<file path="src/rtl/pipe_pkg.sv">
`default_nettype none
// +--------------------------------------------------------------------+
// | pipe_pkg: constants and beat type shared by every pipeline stage     |
// | Rev 1.0                                                              |
// +--------------------------------------------------------------------+
package pipe_pkg;

   localparam int          PIPE_DATA_W = 32;
   localparam int          PIPE_SIDE_W = 8;
   localparam int unsigned PC_STEP     = 4;

   // sll $0,$0,0 encodes as all zeros
   localparam logic [PIPE_DATA_W-1:0] NOP_IR  = 32'h0000_0000;
   localparam logic [PIPE_DATA_W-1:0] PC_INIT = 32'h0000_0000;

   typedef struct packed {
      logic [PIPE_DATA_W-1:0] ir;
      logic [PIPE_DATA_W-1:0] pc;
      logic [PIPE_DATA_W-1:0] pc4;
      logic [PIPE_SIDE_W-1:0] side;
   } pipe_beat_t;

endpackage
`default_nettype wire

</file>
<file path="src/rtl/pipe_stage_reg_if.sv">
`default_nettype none
// +--------------------------------------------------------------------+
// | pipe_stage_reg_if: upstream/downstream handshake and beat fields     |
// | Rev 1.0                                                              |
// +--------------------------------------------------------------------+
interface pipe_stage_reg_if #(
   parameter int DATA_W = 32,
   parameter int SIDE_W = 8,
   parameter int CNT_W  = 16
);
   logic              in_valid;
   logic              in_ready;
   logic [DATA_W-1:0] in_ir;
   logic [DATA_W-1:0] in_pc;
   logic [SIDE_W-1:0] in_side;
   logic              stall;
   logic              flush;
   logic              out_valid;
   logic              out_ready;
   logic [DATA_W-1:0] out_ir;
   logic [DATA_W-1:0] out_pc;
   logic [DATA_W-1:0] out_pc4;
   logic [SIDE_W-1:0] out_side;
   logic [CNT_W-1:0]  bubble_cnt;

   modport slave (
      input  in_valid, in_ir, in_pc, in_side, stall, flush, out_ready,
      output in_ready, out_valid, out_ir, out_pc, out_pc4, out_side, bubble_cnt
   );

   modport master (
      output in_valid, in_ir, in_pc, in_side, stall, flush, out_ready,
      input  in_ready, out_valid, out_ir, out_pc, out_pc4, out_side, bubble_cnt
   );
endinterface
`default_nettype wire

</file>
<file path="src/rtl/pipe_skid_entry.sv">
`default_nettype none
// +--------------------------------------------------------------------+
// | pipe_skid_entry: one valid bit plus beat register, load/clear/flush  |
// | Rev 1.0                                                              |
// +--------------------------------------------------------------------+
module pipe_skid_entry #(
   parameter int            W        = 104,
   parameter logic [W-1:0]  RST_DATA = '0
) (
   input  wire logic         clk,
   input  wire logic         reset,
   input  wire logic         i_flush,
   input  wire logic         i_load,
   input  wire logic         i_clear,
   input  wire logic [W-1:0] i_data,
   output logic              o_valid,
   output logic [W-1:0]      o_data
);
   logic         r_valid;
   logic [W-1:0] r_data;

   // Clearing alone keeps the data; only reset and flush restore the idle beat
   always_ff @(posedge clk) begin
      if (!reset || i_flush) begin
         r_valid <= 1'b0;
         r_data  <= RST_DATA;
      end else if (i_load) begin
         r_valid <= 1'b1;
         r_data  <= i_data;
      end else if (i_clear) begin
         r_valid <= 1'b0;
      end
   end

   assign o_valid = r_valid;
   assign o_data  = r_data;
endmodule
`default_nettype wire

</file>
<file path="src/rtl/pipe_stage_reg.sv">
`default_nettype none
// +--------------------------------------------------------------------+
// | pipe_stage_reg: stage register with skid buffer, stall, flush        |
// | Rev 1.0                                                              |
// +--------------------------------------------------------------------+
module pipe_stage_reg #(
   parameter int                DATA_W  = 32,
   parameter int                SIDE_W  = 8,
   parameter logic [DATA_W-1:0] NOP_IR  = DATA_W'(pipe_pkg::NOP_IR),
   parameter logic [DATA_W-1:0] PC_INIT = DATA_W'(pipe_pkg::PC_INIT),
   parameter int                CNT_W   = 16
) (
   input  wire logic       clk,
   input  wire logic       reset,
   pipe_stage_reg_if.slave bus
);
   import pipe_pkg::*;

   localparam int                BEAT_W   = 3 * DATA_W + SIDE_W;
   localparam logic [BEAT_W-1:0] RST_BEAT =
      {NOP_IR, PC_INIT, PC_INIT + DATA_W'(PC_STEP), {SIDE_W{1'b0}}};

   logic              w_main_valid;
   logic              w_skid_valid;
   logic [BEAT_W-1:0] w_main_beat;
   logic [BEAT_W-1:0] w_skid_beat;
   logic [BEAT_W-1:0] w_in_beat;
   logic [BEAT_W-1:0] w_main_src;
   logic              w_accept;
   logic              w_drain;
   logic              w_main_load;
   logic              w_main_clear;
   logic              w_skid_load;
   logic              w_skid_clear;
   logic [CNT_W-1:0]  r_bubble_cnt;

   assign w_in_beat = {bus.in_ir, bus.in_pc, bus.in_pc + DATA_W'(PC_STEP), bus.in_side};
   assign w_accept  = bus.in_valid && !w_skid_valid;
   assign w_drain   = w_main_valid && bus.out_ready && !bus.stall;

   // Skid is only ever occupied behind a held main entry, so in_ready = !skid.valid
   always_comb begin
      w_main_load  = 1'b0;
      w_main_clear = 1'b0;
      w_main_src   = w_in_beat;
      w_skid_load  = 1'b0;
      w_skid_clear = 1'b0;
      if (!bus.flush) begin
         if (w_drain && w_skid_valid) begin
            w_main_load  = 1'b1;
            w_main_src   = w_skid_beat;
            w_skid_clear = 1'b1;
         end else if (w_drain || !w_main_valid) begin
            w_main_load  = w_accept;
            w_main_clear = !w_accept;
         end else if (w_accept) begin
            w_skid_load  = 1'b1;
         end
      end
   end

   pipe_skid_entry #(.W(BEAT_W), .RST_DATA(RST_BEAT)) u_main (
      .clk     (clk),
      .reset   (reset),
      .i_flush (bus.flush),
      .i_load  (w_main_load),
      .i_clear (w_main_clear),
      .i_data  (w_main_src),
      .o_valid (w_main_valid),
      .o_data  (w_main_beat)
   );

   pipe_skid_entry #(.W(BEAT_W), .RST_DATA(RST_BEAT)) u_skid (
      .clk     (clk),
      .reset   (reset),
      .i_flush (bus.flush),
      .i_load  (w_skid_load),
      .i_clear (w_skid_clear),
      .i_data  (w_in_beat),
      .o_valid (w_skid_valid),
      .o_data  (w_skid_beat)
   );

   always_ff @(posedge clk) begin
      if (!reset) begin
         r_bubble_cnt <= '0;
      end else if (!w_main_valid && (r_bubble_cnt != {CNT_W{1'b1}})) begin
         r_bubble_cnt <= r_bubble_cnt + 1'b1;
      end
   end

   assign bus.in_ready   = !w_skid_valid;
   assign bus.out_valid  = w_main_valid;
   assign {bus.out_ir, bus.out_pc, bus.out_pc4, bus.out_side} = w_main_beat;
   assign bus.bubble_cnt = r_bubble_cnt;
endmodule
`default_nettype wire
</file>
<file path="src/flat_wrapper.sv">
// flat-port wrapper written by rule: the top's interface ports become plain ports
module pipe_stage_reg_flat import pipe_pkg::*;
#(
   parameter int                DATA_W  = 32,
   parameter int                SIDE_W  = 8,
   parameter logic [DATA_W-1:0] NOP_IR  = DATA_W'(pipe_pkg::NOP_IR),
   parameter logic [DATA_W-1:0] PC_INIT = DATA_W'(pipe_pkg::PC_INIT),
   parameter int                CNT_W   = 16
)
  (clk, reset, bus_in_valid, bus_in_ir, bus_in_pc, bus_in_side, bus_stall, bus_flush, bus_out_ready, bus_in_ready, bus_out_valid, bus_out_ir, bus_out_pc, bus_out_pc4, bus_out_side, bus_bubble_cnt);
  pipe_stage_reg_if #(.DATA_W(DATA_W), .SIDE_W(SIDE_W), .CNT_W(CNT_W)) bus_i ();
  input  wire logic clk;
  input  wire logic reset;
  input wire logic [$bits(bus_i.in_valid)-1:0] bus_in_valid;
  input wire logic [$bits(bus_i.in_ir)-1:0] bus_in_ir;
  input wire logic [$bits(bus_i.in_pc)-1:0] bus_in_pc;
  input wire logic [$bits(bus_i.in_side)-1:0] bus_in_side;
  input wire logic [$bits(bus_i.stall)-1:0] bus_stall;
  input wire logic [$bits(bus_i.flush)-1:0] bus_flush;
  input wire logic [$bits(bus_i.out_ready)-1:0] bus_out_ready;
  output wire logic [$bits(bus_i.in_ready)-1:0] bus_in_ready;
  output wire logic [$bits(bus_i.out_valid)-1:0] bus_out_valid;
  output wire logic [$bits(bus_i.out_ir)-1:0] bus_out_ir;
  output wire logic [$bits(bus_i.out_pc)-1:0] bus_out_pc;
  output wire logic [$bits(bus_i.out_pc4)-1:0] bus_out_pc4;
  output wire logic [$bits(bus_i.out_side)-1:0] bus_out_side;
  output wire logic [$bits(bus_i.bubble_cnt)-1:0] bus_bubble_cnt;
  assign bus_i.in_valid = bus_in_valid;
  assign bus_i.in_ir = bus_in_ir;
  assign bus_i.in_pc = bus_in_pc;
  assign bus_i.in_side = bus_in_side;
  assign bus_i.stall = bus_stall;
  assign bus_i.flush = bus_flush;
  assign bus_i.out_ready = bus_out_ready;
  assign bus_in_ready = bus_i.in_ready;
  assign bus_out_valid = bus_i.out_valid;
  assign bus_out_ir = bus_i.out_ir;
  assign bus_out_pc = bus_i.out_pc;
  assign bus_out_pc4 = bus_i.out_pc4;
  assign bus_out_side = bus_i.out_side;
  assign bus_bubble_cnt = bus_i.bubble_cnt;
  pipe_stage_reg #(.DATA_W(DATA_W), .SIDE_W(SIDE_W), .NOP_IR(NOP_IR), .PC_INIT(PC_INIT), .CNT_W(CNT_W)) u_core (.clk(clk), .reset(reset), .bus(bus_i));
endmodule
</file>
<file path="config.mk">
export PLATFORM = sky130hd
export DESIGN_NAME = pipe_stage_reg_flat
export DESIGN_NICKNAME = d
export VERILOG_FILES = /design/src/rtl/pipe_pkg.sv /design/src/rtl/pipe_stage_reg_if.sv /design/src/rtl/pipe_skid_entry.sv /design/src/rtl/pipe_stage_reg.sv /design/src/flat_wrapper.sv
export SDC_FILE = /design/constraint.sdc
export NUM_CORES = 1
export LEC_CHECK = 0
export BUFFER_PORTS_ARGS = -buffer_cell sky130_fd_sc_hd__buf_2
export CAP_MARGIN = 20
export CORE_UTILIZATION = 49
export CTS_BUF_LIST = sky130_fd_sc_hd__clkbuf_16
export CTS_CLUSTER_DIAMETER = 150
export DETAILED_ROUTE_END_ITERATION = 6
export HOLD_SLACK_MARGIN = 0.06
export MAX_ROUTING_LAYER = met4
export PLACE_DENSITY = 0.81
export SLEW_MARGIN = 10
export SYNTH_ARGS = -nofsm -noshare
export SYNTH_HDL_FRONTEND = slang
export SYNTH_SLANG_ARGS = --single-unit
</file>
<file path="constraint.sdc">
create_clock -name clk -period 1.9 [get_ports clk]
set_input_delay 0.19 -clock clk [delete_from_list [all_inputs] [get_ports clk]]
set_output_delay 0.19 -clock clk [all_outputs]
set_load 0.005 [all_outputs]
</file>
==> results.cfg <==
[route]
via_per_inst = 5.59
drtPass1Iterations = 5
drt-wirelength-per-cell_um = 15.8
wl_mm = 25.6
antenna_left = 0
num_vias = 9077
drc = 0
drt_iter0_markers = 597

[pwr]
ir_drop_mv = 0.642
powerDensity_nw_per_um2 = 817
switchingPower_w = 0.00231
pwr-share-clk_pct = 42.0
power_frac_comb_pct = 8.9
p_seq_share_pct = 49.1
p_sw_share_pct = 23.7
internal_power_w = 0.00745
p_leak_nw = 4.75

[floorplanning]
die_area_um2 = 19400
num_rows = 49
ios = 200
die_w_um = 139
die-height_um = 139
start_util_pct = 50.8
core_area_um2 = 18200

[cells_and_area]
fin_util_pct = 65.6
final_common_cell = nand2_1
area_growth_pct = 29.2
nets = 1460
fin_cells = 1625
final_cell_mix = nand2_1, dfxtp_1, buf_2
antenna-diode-count = 0
layout-drive-gt1-share_pct = 21.6

[synth]
ys_ff_latch = 222
ys_top_cells_by_area = dfxtp_1, nand2_1, a311oi_1, a21oi_1, nor2_1
postSynth.asyncResetShare_pct = 0
avgSynthCellArea_um2 = 8.00
synth-edff-count = 0
synth_area_um2 = 9250
yosys.area.top_type = dfxtp_1
yosys.cell_types.count = 48
yosys_warnings = 0
synth-main-ff-cell = dfxtp_1
yosys.area.top_type_share_pct = 48.1
synth_seq_area_share_pct = 48.1
netlist_instances = 1156
mappedNetlistNets = 1236

[min_path]
min_from = bus_in_pc[11]
hp-class = in2reg

[cts]
cts_max_level = 1
cts.sinks = 222
root_buffer = clkbuf_16
postCtsSetupRepairBufs = 0
clk_pin_slew_ns = 0.06
cts_buffers = 23
clk_latency_ns = 0.51
cts_tree = built
cts_buffer_depth = 3

[worst_setup_path]
startpoint_type = input port
cp_slowest_cell = dlygate4sd3_1
worstPathCellList = dlygate4sd3_1 -> buf_2 -> nand3_1 -> nand2b_1 -> nor4_2 -> xnor2_1 -> o22ai_1
cp_max_fo = 8
crit_required_ns = 2.28
path_buf_inv = 2
crit_path_start = bus_in_pc[3]
critPathKind = in2reg
crit_family = simple AND/OR/NAND/NOR gates
worstPathArrival_ns = 2.13
slowest_delay_ns = 0.55
timing.rr.start = u_core.u_main.o_valid$_SDFFE_PP0P_
reg2reg_slack_ns = 0.17
worstSetupEndpointType = flop

[timing]
setup_violations = 0
max_slew_margin_pct = 66.1
finalHoldViolations = 0
rsz0062_at_grt = no
fin_tns_setup_ns = 0
setup_slack_ns = 0.152
hold_slack_ns = 0.0843
fin_crit_sh_pct = 92.0
finalMaxSlewViolations = 0
tightest_slew_ns = 0.508
skew_ns = 0.0236
period_needed_ns = 1.75
fmax_mhz = 572

[placement]
pre_cts_ws_ns = 0.0269
dp_hpwl_mm = 16.2
dp_cells = 1524
finalWeightedCongestion = 0.847
io_buffers = 199

[global_routing]
grt_overflow = 0
antenna_found_initial = 0
first_global_vias = 8388
grt_usage_pct = 26.2
grt_pass1_wl_mm = 41.0
grt_max_degree = 75

[flow_run]
maxCapViolations = 0

[outcome]
status = finished, final reports clean
[synthesized netlist by cell type, types with 2 or more instances]
library cell and count:
a211o_1 3, a211oi_1 11, a21boi_0 2, a21oi_1 106, a22oi_1 12, a311oi_1 72
a31o_2 3, and2_1 10, and3_1 4, and4_1 8, buf_1 7, buf_2 4
buf_4 2, buf_6 2, clkbuf_1 89, dfxtp_1 222, ha_1 2, inv_1 4
inv_2 2, nand2_1 317, nand2b_1 2, nand3_1 30, nand4_1 9, nor2_1 103
nor2b_1 4, nor3_1 7, nor3_2 7, nor4_1 3, nor4_2 5, o211ai_1 12
o21ai_0 28, o221ai_1 2, o22ai_1 11, xnor2_1 22, xor2_1 16
[per-layer routing]
layer | global-route usage (%) | share of wire (%) | routed length [µm]
met4 | 9.88 | 3.0 | 770
met5 | - | 0 | 0
met1 | 32.1 | 42 | 10900
met2 | 43.2 | 48 | 12300
met3 | 4.23 | 6.5 | 1670
[power by group through the flow]
| stage | registers [W] | clock network, W | logic, W |
|---|---|---|---|
| after floorplan | 0.00490 | 0 | 0.000394 |
| after global placement | 0.00489 | 0 | 0.000747 |
| after detailed placement | 0.00489 | 0 | 0.000761 |
| after CTS | 0.00479 | 0.00416 | 0.000862 |
| after global routing | 0.00480 | 0.00436 | 0.000950 |
| final | 0.00479 | 0.00410 | 0.000870 |
[cell families after synthesis]
| kind of cell | Yosys count | share of synthesized area [%] |
|---|---|---|
| xor gates and xnor gates | 38 | 3.60 |
| and+or+nand+nor | 518 | 24.3 |
| buffers and inverters | 110 | 4.76 |
| DFF | 222 | 48.1 |
| AOI/OAI and AO/OA | 266 | 19.0 |
| adders and majority gates | 2 | 0.271 |
[per-stage QoR]
stage               power (W)  area, µm²
detailed placement    0.00566      10700
CTS                   0.00981      11900
global placement      0.00564      10700
global route           0.0101      11900
floorplan             0.00529       9250
finish                0.00976      11900
[flip-flops by register name, summed over array words and instances, names as in the netlist]
signal                 cells
u_core.u_skid.o_data     102
u_core.bus.bubble_cnt     16
u_core.u_skid.o_valid      1
u_core.u_main.o_data     102
u_core.u_main.o_valid      1
[repair_timing]
| action | CTS | global route |
|---|---|---|
| hold buffers | 60 | 0 |
| hold endpoints to repair | 120 | 0 |
| endpoints found under the setup margin | 0 | 7 |
| gates resized for setup | 0 | 3 |
[path summary, 6_finish.rpt]
| check | endpoint | depth (start not counted) |
|---|---|---|
| max | u_core.u_main.o_data[35]$_SDFFE_PP0P_ | 7 |
| max reg2reg | u_core.u_main.o_data[54]$_SDFFE_PP0P_ | 6 |
| min reg2reg | u_core.u_main.o_data[12]$_SDFFE_PP0P_ | 2 |
| min | u_core.u_skid.o_data[51]$_SDFFE_PP0P_ | 4 |
[tightest hold or removal path, cell delays in order]
cell and delay [ns]:
buf_2 0.11, buf_4 0.14, nand2_1 0.05, a21oi_1 0.05
[cell type report]
type | count | area (µm²)
clock inverter | 18 | 103
fill | 1471 | 6260
sequential | 222 | 4440
timing repair buffer | 303 | 2100
multi-input combinational | 824 | 4420
clock buffer | 23 | 576
inverter | 6 | 22.5
tap | 229 | 287
No activity file was read; power rests on OpenSTA's default activity.
